## src/rtl/param_updown_counter.sv

```systemverilog
// Parametrised up/down counter: modulus, clamped parallel load, synchronous clear,
// wrap or saturate at the boundaries, combinational terminal-count strobe and sticky overflow.
module param_updown_counter #(
  parameter int unsigned     WIDTH    = 4,
  parameter longint unsigned MOD_VAL  = 16,
  parameter bit              SATURATE = 1'b0
) (
  input  logic             clk_i,
  input  logic             rst_n_i,
  input  logic             clr_i,
  input  logic             load_i,
  input  logic [WIDTH-1:0] load_val_i,
  input  logic             en_i,
  input  logic             up_i,
  output logic [WIDTH-1:0] count_o,
  output logic             tc_o,
  output logic             ovf_o
);

  // MOD_VAL may be 2^WIDTH (up to 2^32), so the maximum is derived in 64 bits.
  localparam longint unsigned MAX_CNT_L = MOD_VAL - 64'd1;
  localparam logic [WIDTH-1:0] MAX_CNT  = MAX_CNT_L[WIDTH-1:0];

  logic [WIDTH-1:0] count_q;
  logic             ovf_q;
  logic             at_max;
  logic             at_zero;
  logic             boundary;
  logic [WIDTH-1:0] load_clamped;
  logic [WIDTH-1:0] wrap_val;

  always_comb begin
    at_max       = (count_q == MAX_CNT);
    at_zero      = (count_q == '0);
    boundary     = (up_i & at_max) | (~up_i & at_zero);
    load_clamped = (load_val_i > MAX_CNT) ? MAX_CNT : load_val_i;
    wrap_val     = up_i ? '0 : MAX_CNT;
    tc_o         = rst_n_i & ~clr_i & ~load_i & en_i & boundary;
  end

  // Boundary is detected by explicit compare, never by natural 2^WIDTH rollover.
  always_ff @(posedge clk_i) begin
    if (!rst_n_i) begin
      count_q <= '0;
      ovf_q   <= 1'b0;
    end else if (clr_i) begin
      count_q <= '0;
      ovf_q   <= 1'b0;
    end else if (load_i) begin
      count_q <= load_clamped;
    end else if (en_i) begin
      if (boundary) begin
        count_q <= SATURATE ? count_q : wrap_val;
        ovf_q   <= 1'b1;
      end else if (up_i) begin
        count_q <= count_q + WIDTH'(1);
      end else begin
        count_q <= count_q - WIDTH'(1);
      end
    end
  end

  assign count_o = count_q;
  assign ovf_o   = ovf_q;

endmodule

```

## config.mk

```make
export PLATFORM = sky130hd
export DESIGN_NAME = param_updown_counter
export DESIGN_NICKNAME = d
export VERILOG_FILES = /design/src/rtl/param_updown_counter.sv
export SDC_FILE = /design/constraint.sdc
export NUM_CORES = 1
export LEC_CHECK = 0
export ABC_CLOCK_PERIOD_IN_PS = 3900
export BUFFER_PORTS_ARGS = -buffer_cell sky130_fd_sc_hd__buf_2
export CORE_AREA = 10 10 47 49
export CTS_BUF_LIST = sky130_fd_sc_hd__clkbuf_16
export DETAILED_ROUTE_END_ITERATION = 12
export DIE_AREA = 0 0 57 59
export GPL_TIMING_DRIVEN = 0
export PLACE_DENSITY = 0.54
export SYNTH_ARGS = -nofsm -noshare
export SYNTH_HDL_FRONTEND = slang
export SYNTH_SLANG_ARGS = --single-unit
```

## constraint.sdc

```tcl
create_clock -name clk_i -period 3.9 [get_ports clk_i]
set_input_delay 0.39 -clock clk_i [delete_from_list [all_inputs] [get_ports clk_i]]
set_output_delay 0.39 -clock clk_i [all_outputs]
set_load 0.01 [all_outputs]
```

# Yosys cells after proc, flatten, opt, wreduce, memory -nomap -nowiden
# Index checks and enable logic that the tools add are counted.
[op_classes]
add_sub_neg = 2
magnitude_cmp = 1
eq_ne = 1
n_mux = 6
bitwise = 11
n_reduce_logical = 4
[ops]
columns = ["cell", "count"]
rows = [
  ["two-way mux 4 bit", 6],
  ["AND 1 bit", 6],
  ["adder 4 x 1 -> 4 bit (second input constant)", 1],
  ["equality test 4 bit (second input constant)", 1],
  ["greater-than comparator 4 bit (second input constant)", 1],
  ["logical NOT 4 bit", 1],
  ["inverter 1 bit", 4],
  ["subtractor 4 x 1 -> 4 bit (second input constant)", 1],
  ["AND reduction 3 bit", 1],
  ["nonzero test 2 bit", 1],
  ["OR reduction 2 bit", 1],
  ["OR 1 bit", 1],
]
[word_totals]
register_bits = 5
input_bits = 10
output_inout_bits = 6
elab_cells = 27

# Logic depth before layout (Yosys ltp)
# Gate-level depths: netlist of the first run.
[depth]
depth_word = 6
ltp_mapped = 6
depth_no_buf = 6

# Least setup slack after synthesis of the first run
# OpenSTA, ideal clock, no wires.
[synth_timing]
kind = "register to output"
start = "reg count_q[0], in the netlist count_o[0]"
end = "out tc_o"
arrival_ns = 1.323
t_required_ns = 3.510
setup_slack_ns = 2.187
stages_incl_launch_ff = 4
n_path_buf = 0
path_cell_list = "dfxtp_1 or4_4 mux2i_1 nor3b_2"
[synth_via]
elab_chain_len = 4
elab_cells_between_ends = 6
cone_classes = "eq/ne: 1; bitwise: 4; reduce/logical: 1"
[synth_lines]
columns = ["element", "line_no", "source"]
rows = [
  ["start, declared", "24", "logic [WIDTH-1:0] count_q;"],
  ["start signal, assigned", "50", "count_q <= load_clamped;"],
  ["start signal, assigned", "53", "count_q <= SATURATE ? count_q : wrap_val;"],
  ["start signal, assigned", "56", "count_q <= count_q + WIDTH'(1);"],
  ["equality test 4 bit or logical NOT 4 bit (tied branches)", "33, 34", ""],
  ["AND 1 bit", "35", "boundary = (up_i & at_max) | (~up_i & at_zero);"],
  ["OR 1 bit *", "35", ""],
  ["AND 1 bit *", "38", "tc_o = rst_n_i & ~clr_i & ~load_i & en_i & boundary;"],
  ["end, declared", "16", "output logic tc_o,"],
]
# Every way passes the cells marked *; elsewhere a longest branch is shown, timed or not.

# Worst setup path after layout of the first run
# Same ends and word-level chain as after synthesis.

==> run metrics, run 1 <==
main combinational cell family by area after synthesis=simple AND/OR/NAND/NOR gates; register area share after synthesis=26.7%; Setup CP Type=reg2out; GRT Total Usage=6.13%; max cap viols=0; Post-Synth Simple-Gate Area=30.0%; Syn Nets=56; mapped cell area=375 sq um; die width=57 um; CTS Buf Count=3; DPL Wire Length=767 um; largest net degree at the start of global routing=8; # rows=14; CP Max Fanout=6; Syn Inst Count=43; Worst Hold Class=in2reg; Non-Filler Instances=78; Root Buffer=clkbuf_16; WL/cell=12.6 um; area grow syn2layout=46.3%; Synth Area in XOR/XNOR=9.33%; Worst Path Arrival=1.67 ns; Synth Area in Compound Gates=17.3%; number of global-route vias before repair=375; Final Hold Fails=0; Mean Syn Cell Area=8.73 sq um; status=finished, final reports clean; CP Data Required Time=3.51 ns; #FFs+latches synth=5; nets=76; CTS Buffer Depth=2; Worst-Margin Slew=0.267 ns; Pleak=0.267 nW; CTS-repair resized insts=0; io pins=16; Clock Latency Late Sink=0.22 ns; CTS clock-pin slew for the worst setup and hold paths=0.03 ns; via count=366; final setup vio count=0; layout cell share with drive strength beyond 1=40.3%; Final min period=2.06 ns; initial core utilization=26.8%; setup_tns=0 ns; core area=1400 sq um; CTS sink cnt=5; die area=3360 sq um; DRC Markers=0; Via density=4.69; Layout fillers=164; diodes inserted=0; Placed Instances=74; drt total wl=980 um; largest cells by area after synthesis=dfxtp_1 27%, xnor2_1 7.0%, ha_1 6.7%, fa_1 5.3%, a211oi_1 4.0%; Remaining Overflow, GRT=0; Tcrit/Tclk final=52.7%; P per Cell Area=482 nW/um^2; Peak Freq=0.486 GHz; Die Y=59 um; Crit. End Element=primary output; CTS Hold Bufs=0; cell taking the most area after synthesis=dfxtp_1; Port Buf Inserts=15; Final Max Slew Viols=0; Worst setup SP type=register; relative slew slack=82.2%; router iterations before antenna repair=4; Peak VDD IR=0.243 mV; Netlist cell types=27; initial antenna violation count=0; number of synthesis warnings=0; Clock Skews=0.000839 ns; global-route wire length before repair=1.64 mm; Setup Fix Bufs, Post-CTS=0; Layout Utilization=39.2%; multiplexer share of the synthesized area=2.67%; ANT nets after route=0; initial DRC count=2; GPL Wtd Cong=0.782; CTS tree=yes; adder-cell share of the synthesized area=12.0%; RSZ-0062 raised after global routing=no; H-tree Lvls=1; area share of the largest cell type after synthesis=26.7%
-- per-stage QoR --
| step | area, sq um | power, mW | worst slack (ns) | hold WS (ns) |
|---|---|---|---|---|
| after floorplan | 375 | 0.0871 | 2.19 | 0.505 |
| after global placement | 470 | 0.101 | 2.06 | 0.455 |
| after detailed placement | 470 | 0.101 | 2.06 | 0.466 |
| after CTS | 549 | 0.268 | 1.82 | 0.411 |
| after global routing | 549 | 0.276 | 1.74 | 0.460 |
| final | 549 | 0.265 | 1.84 | 0.409 |
-- critical path, stage by stage, from the launching register on --
cell and delay (ns):
dfxtp_1 0.37, or4_4 0.56, mux2i_1 0.19, nor3b_2 0.18, buf_2 0.15
-- kinds of logic after synthesis --
logic type	Yosys count
buffers and inverters	2
muxes	1
and+or+nand+nor	18
adders and majority gates	3
DFF	5
xor gates and xnor gates	4
AOI/OAI and AO/OA	10
-- path summary, 6_finish.rpt --
path / start / endpoint / slack (ns) / depth (start not counted)
setup / recovery: count_o[0] / tc_o / 1.84 / 4
hold / removal: load_val_i[0] / count_o[0] / 0.41 / 3
setup reg to reg: count_o[1] / count_o[3] / 2.42 / 5
hold reg to reg: ovf_o / ovf_o / 0.47 / 2
-- cell usage after synthesis --
cell type and instances:
nor2_4 1, or3_2 1, nor2b_1 1, nand2_1 3, nand2b_1 1, fa_1 1, o21ai_0 2, nor2_1 3
mux2i_1 1, or4_4 1, ha_1 2, a21o_1 1, a31oi_1 1, nor2_2 1, a211oi_1 2, a21oi_1 2
or3_1 1, a31o_2 1, or2_2 1, o21a_1 1, nor3_1 2, inv_1 2, nand4_1 1, dfxtp_1 5
xor2_1 1, xnor2_1 3, nor3b_2 1
-- layout by cell type, fill, tap and decap left out --
cell / instances
a211oi_1: 2
a21o_1: 1
a21oi_1: 2
a31o_2: 1
a31oi_1: 1
buf_2: 15
clkbuf_16: 3
dfxtp_1: 5
fa_1: 1
ha_1: 2
inv_1: 3
mux2i_1: 1
nand2_1: 3
nand2b_1: 1
nand4_1: 1
nor2_1: 3
nor2_2: 1
nor2_4: 1
nor2b_1: 1
nor3_1: 2
nor3b_2: 1
o21a_1: 1
o21ai_0: 2
or2_2: 1
or3_1: 1
or3_2: 1
or4_4: 1
xnor2_1: 3
xor2_1: 1
-- routing by layer --
metal  routed length (um)  track usage [%]  share of wire [%]
met1                  423             6.64                 43
met2                  498             9.30                 51
met3                   58             4.29                5.9
met4                    0             2.01                  0
met5                    0                0                  0
-- state kept, by name, summed over array words and instances (netlist names) --
| signal | flops |
|---|---|
| count_o | 4 |
| ovf_o | 1 |
-- power by group --
part	internal, mW	total [mW]	switching [mW]	leakage, nW
Clock	0.133	0.164	0.0319	0.0423
Combinational	0.0209	0.0411	0.0202	0.184
Sequential	0.0545	0.0592	0.00464	0.0410
-- layout make-up --
| class | count | area (sq um) | area share [%] |
|---|---|---|---|
| Tap cell | 16 | 20.0 | 3.64 |
| Sequential cell | 5 | 100 | 18.2 |
| Multi-Input combinational cell | 36 | 268 | 48.7 |
| Clock buffer | 3 | 75.1 | 13.7 |
| Clock inverter | 1 | 3.75 | 0.683 |
| Inverter | 2 | 7.51 | 1.37 |
| Timing Repair Buffer | 15 | 75.1 | 13.7 |
(Power assumes the default switching activity.)
==> run 2: changes to the inputs <==
- ABC_AREA: not set -> 1
- ABC_CLOCK_PERIOD_IN_PS: 3900 -> 2100
- clock period: 3.9 -> 2.1 ns (I/O delays scaled with it)
==> run metrics, run 2 <==
status=finished, final reports clean; Int Pwr=0.377 mW (+81%); Netlist cell types=18 (-33%); R2R depth=7 (+2); CTS Buffer Depth=2 (unchanged); CP Max Fanout=6 (unchanged); Tcrit/Tclk final=73.8%; worst path buffer plus inverter count=1 (unchanged); cell taking the most area after synthesis=dfxtp_1; global-route wire length before repair=1.75 mm (+6.7%); setup_tns=0 ns (unchanged); global routing's busiest layer=met2; relative slew slack=84.0% (+1.8 points); hold slack final=0.254 ns (-0.155 ns); initial core utilization=27.2% (+0.45 points); # rows=14 (unchanged); Root Buffer=clkbuf_16; CTS sink cnt=5 (unchanged); capture point of the worst reg-to-reg path=count_o[3]; Crit. End Element=primary output; Async S/R FF share, synth=0% (unchanged); Hold Path Sink=count_o[0]; DRC Markers=0 (unchanged); Clk pwr share=64.0% (+1.9 points); drt total wl=1.03 mm (+5.2%); most frequent cells in the layout=15 x nand2_1, 15 x buf_2, 9 x inv_1, 6 x nor2_1; top_reg_cell synth=dfxtp_1; CTS tree=yes; die area=3360 sq um (unchanged); Combinational Power Share=13.8% (-1.7 points); Die Y=59 um (unchanged); max reg flops=4 (unchanged); crit-path cells=nand2_1 -> nor2_1 -> nand3_1 -> a21oi_2 -> buf_2; register area share after synthesis=26.2% (-0.44 points); Clock Skews=0.000583 ns (-0.000256 ns); initial DRC count=8 (+6); crit-path max cell delay=0.44 ns (-0.12 ns); multiplexer share of the synthesized area=0% (-2.7 points); Synth Area in Compound Gates=16.4% (-0.94 points); Via density=4.40 (-6.2%); CTS Hold Bufs=0 (unchanged); CTS Buf Count=3 (unchanged); via count=405 (+11%); Net Sw Frac=22.4% (+0.95 points); number of synthesis warnings=0 (unchanged); layout cell share with drive strength beyond 1=30.3% (-10 points); Hold Crit Start=load_val_i[0]; Remaining Overflow, GRT=0 (unchanged); router iterations before antenna repair=4 (unchanged); top post-synthesis cells by count=15 x nand2_1, 8 x inv_1, 6 x nor2_1; crit-path leading delay family=flip-flops; Seq pwr share=22.3% (about the same); final setup vio count=0 (unchanged); Worst path slowest cell=dfxtp_1; io pins=16 (unchanged); Port Buf Inserts=15 (unchanged); main combinational cell family by area after synthesis=simple AND/OR/NAND/NOR gates; CP Data Required Time=1.89 ns (-1.62 ns); worst r2r src=count_o[2]; area grow syn2layout=45.6%; r2r setup slk=0.72 ns (-1.70 ns); largest net degree at the start of global routing=8 (unchanged); Post-synth EDFFs=0 (unchanged); H-tree Lvls=1 (unchanged); Setup CP Type=reg2out; GRT Total Usage=6.75% (+0.61 points); Post-Synth Simple-Gate Area=32.1% (+2.1 points); Syn Inst Count=57 (+33%); ANT nets after route=0 (unchanged); initial antenna violation count=0 (unchanged); Peak Freq=0.645 GHz; PnR worst setup slack=0.549 ns (-1.29 ns); worst hold path depth=3 (unchanged); die width=57 um (unchanged); Peak VDD IR=0.462 mV (+90%); Setup WS pre-CTS=0.690 ns (-1.37 ns); Clock Latency Late Sink=0.23 ns (about the same); Worst Hold Class=in2reg; Final Hold Fails=0 (unchanged); Worst setup SP type=register; grt met1 use=7.50% (+0.86 points); CTS-repair resized insts=0 (unchanged); RSZ-0062 raised after global routing=no; met3 usage=4.94% (+0.64 points); nets=90 (+18%); Worst-Margin Slew=0.240 ns (-0.0271 ns); Setup Fix Bufs, Post-CTS=0 (unchanged); Worst Path Arrival=1.34 ns (-0.33 ns); adder-cell share of the synthesized area=11.8% (-0.20 points); max cap viols=0 (unchanged); WL/cell=11.2 um (-11%); largest cells by area after synthesis=dfxtp_1 26%, nand2_1 15%, inv_1 7.9%, ha_1 6.6%, nand3_1 6.6%; GPL Wtd Cong=0.759 (-3.0%); area share of the largest cell type after synthesis=26.2% (-0.44 points); DPL Wire Length=788 um (+2.7%); number of global-route vias before repair=425 (+13%); Final Max Slew Viols=0 (unchanged); sw power=0.108 mW (+91%); Syn Nets=70 (+25%); mapped cell area=382 sq um (+1.7%); P per Cell Area=873 nW/um^2 (+81%); CTS clock-pin slew for the worst setup and hold paths=0.03 ns (about the same); core area=1400 sq um (unchanged); Pleak=0.316 nW (+18%); Final min period=1.55 ns; Mean Syn Cell Area=6.70 sq um (-23%); Synth Area in XOR/XNOR=4.59% (-4.7 points); top-count cell post-synth=nand2_1; Global Route met2 Usage=8.53% (-0.78 points); diodes inserted=0 (unchanged); #FFs+latches synth=5 (unchanged)
[run 2: cell count changes in the layout (fill, tap and decap cells not counted), moves of 2 or more]
cell / before / now
nand2_1: 3 / 15
nor3_1: 2 / 0
xnor2_1: 3 / 1
inv_1: 3 / 9
a211oi_1: 2 / 0
nand3_1: 0 / 5
nor2_1: 3 / 6
a21oi_2: 0 / 2
o221ai_1: 0 / 2
[run 2: power groups by stage]
| stage | Combinational (mW) | Clock (mW) | Sequential (mW) |
|---|---|---|---|
| detailed placement | 0.0666 | 0 | 0.109 |
| global route | 0.0775 | 0.326 | 0.109 |
| global placement | 0.0661 | 0 | 0.109 |
| floorplan | 0.0429 | 0 | 0.110 |
| CTS | 0.0677 | 0.313 | 0.108 |
| finish | 0.0668 | 0.310 | 0.108 |
[run 2: logic make-up after synthesis]
kind of cell / count (synthesis)
adder cells (fa/ha/maj): 3
AO/OA/AOI/OAI: 9
buffers and inverters: 9
AND/OR/NAND/NOR: 29
flip-flops: 5
XOR/XNOR: 2
[run 2: worst max-delay path by stage]
stage          startpoint          to  slack (ns)  cells after the start
3_3_place_gp         up_i  count_o[3]        0.70                     10
3_5_place_dp         up_i  count_o[3]        0.69                     10
5_1_grt        count_o[1]        tc_o        0.46                      5
6_report       count_o[1]        tc_o        0.55                      5
4_1_cts        count_o[1]        tc_o        0.56                      5
2_1_floorplan  count_o[2]  count_o[3]        0.77                      8
[run 2: worst register-to-register path, delay by kind of cell, from the launching register on]
family,cells,cell delay (ns)
fa+ha+maj,1,0.28
flops,1,0.40
simple gates,5,0.55
compound gates,1,0.10
[run 2: cell type report]
| type | instances | area (sq um) |
|---|---|---|
| flip-flops and latches | 5 | 100 |
| clock buffers | 3 | 75.1 |
| inverters | 9 | 33.8 |
| repair buffers | 15 | 75.1 |
| clock inverters | 1 | 3.75 |
| multi-input cells | 43 | 248 |
| well taps | 16 | 20.0 |
| fillers | 157 | 846 |
[run 2: through the flow]
step / util, % / power (mW) / cell area (sq um) / instances
after detailed placement: 34.0 / 0.176 / 477 / 88
final: 39.6 / 0.485 / 556 / 92
after global routing: 39.6 / 0.512 / 556 / 92
after CTS: 39.6 / 0.489 / 556 / 92
after floorplan: - / 0.153 / 382 / 57
after global placement: 34.0 / 0.176 / 477 / 88
[run 2: routing by layer]
layer  vias to the layer above  part of all wire, %
met3                         4                  8.7
met5                         -                    0
met1                       168                   47
li1                        221                    -
met2                        12                   42
met4                         0                  2.4
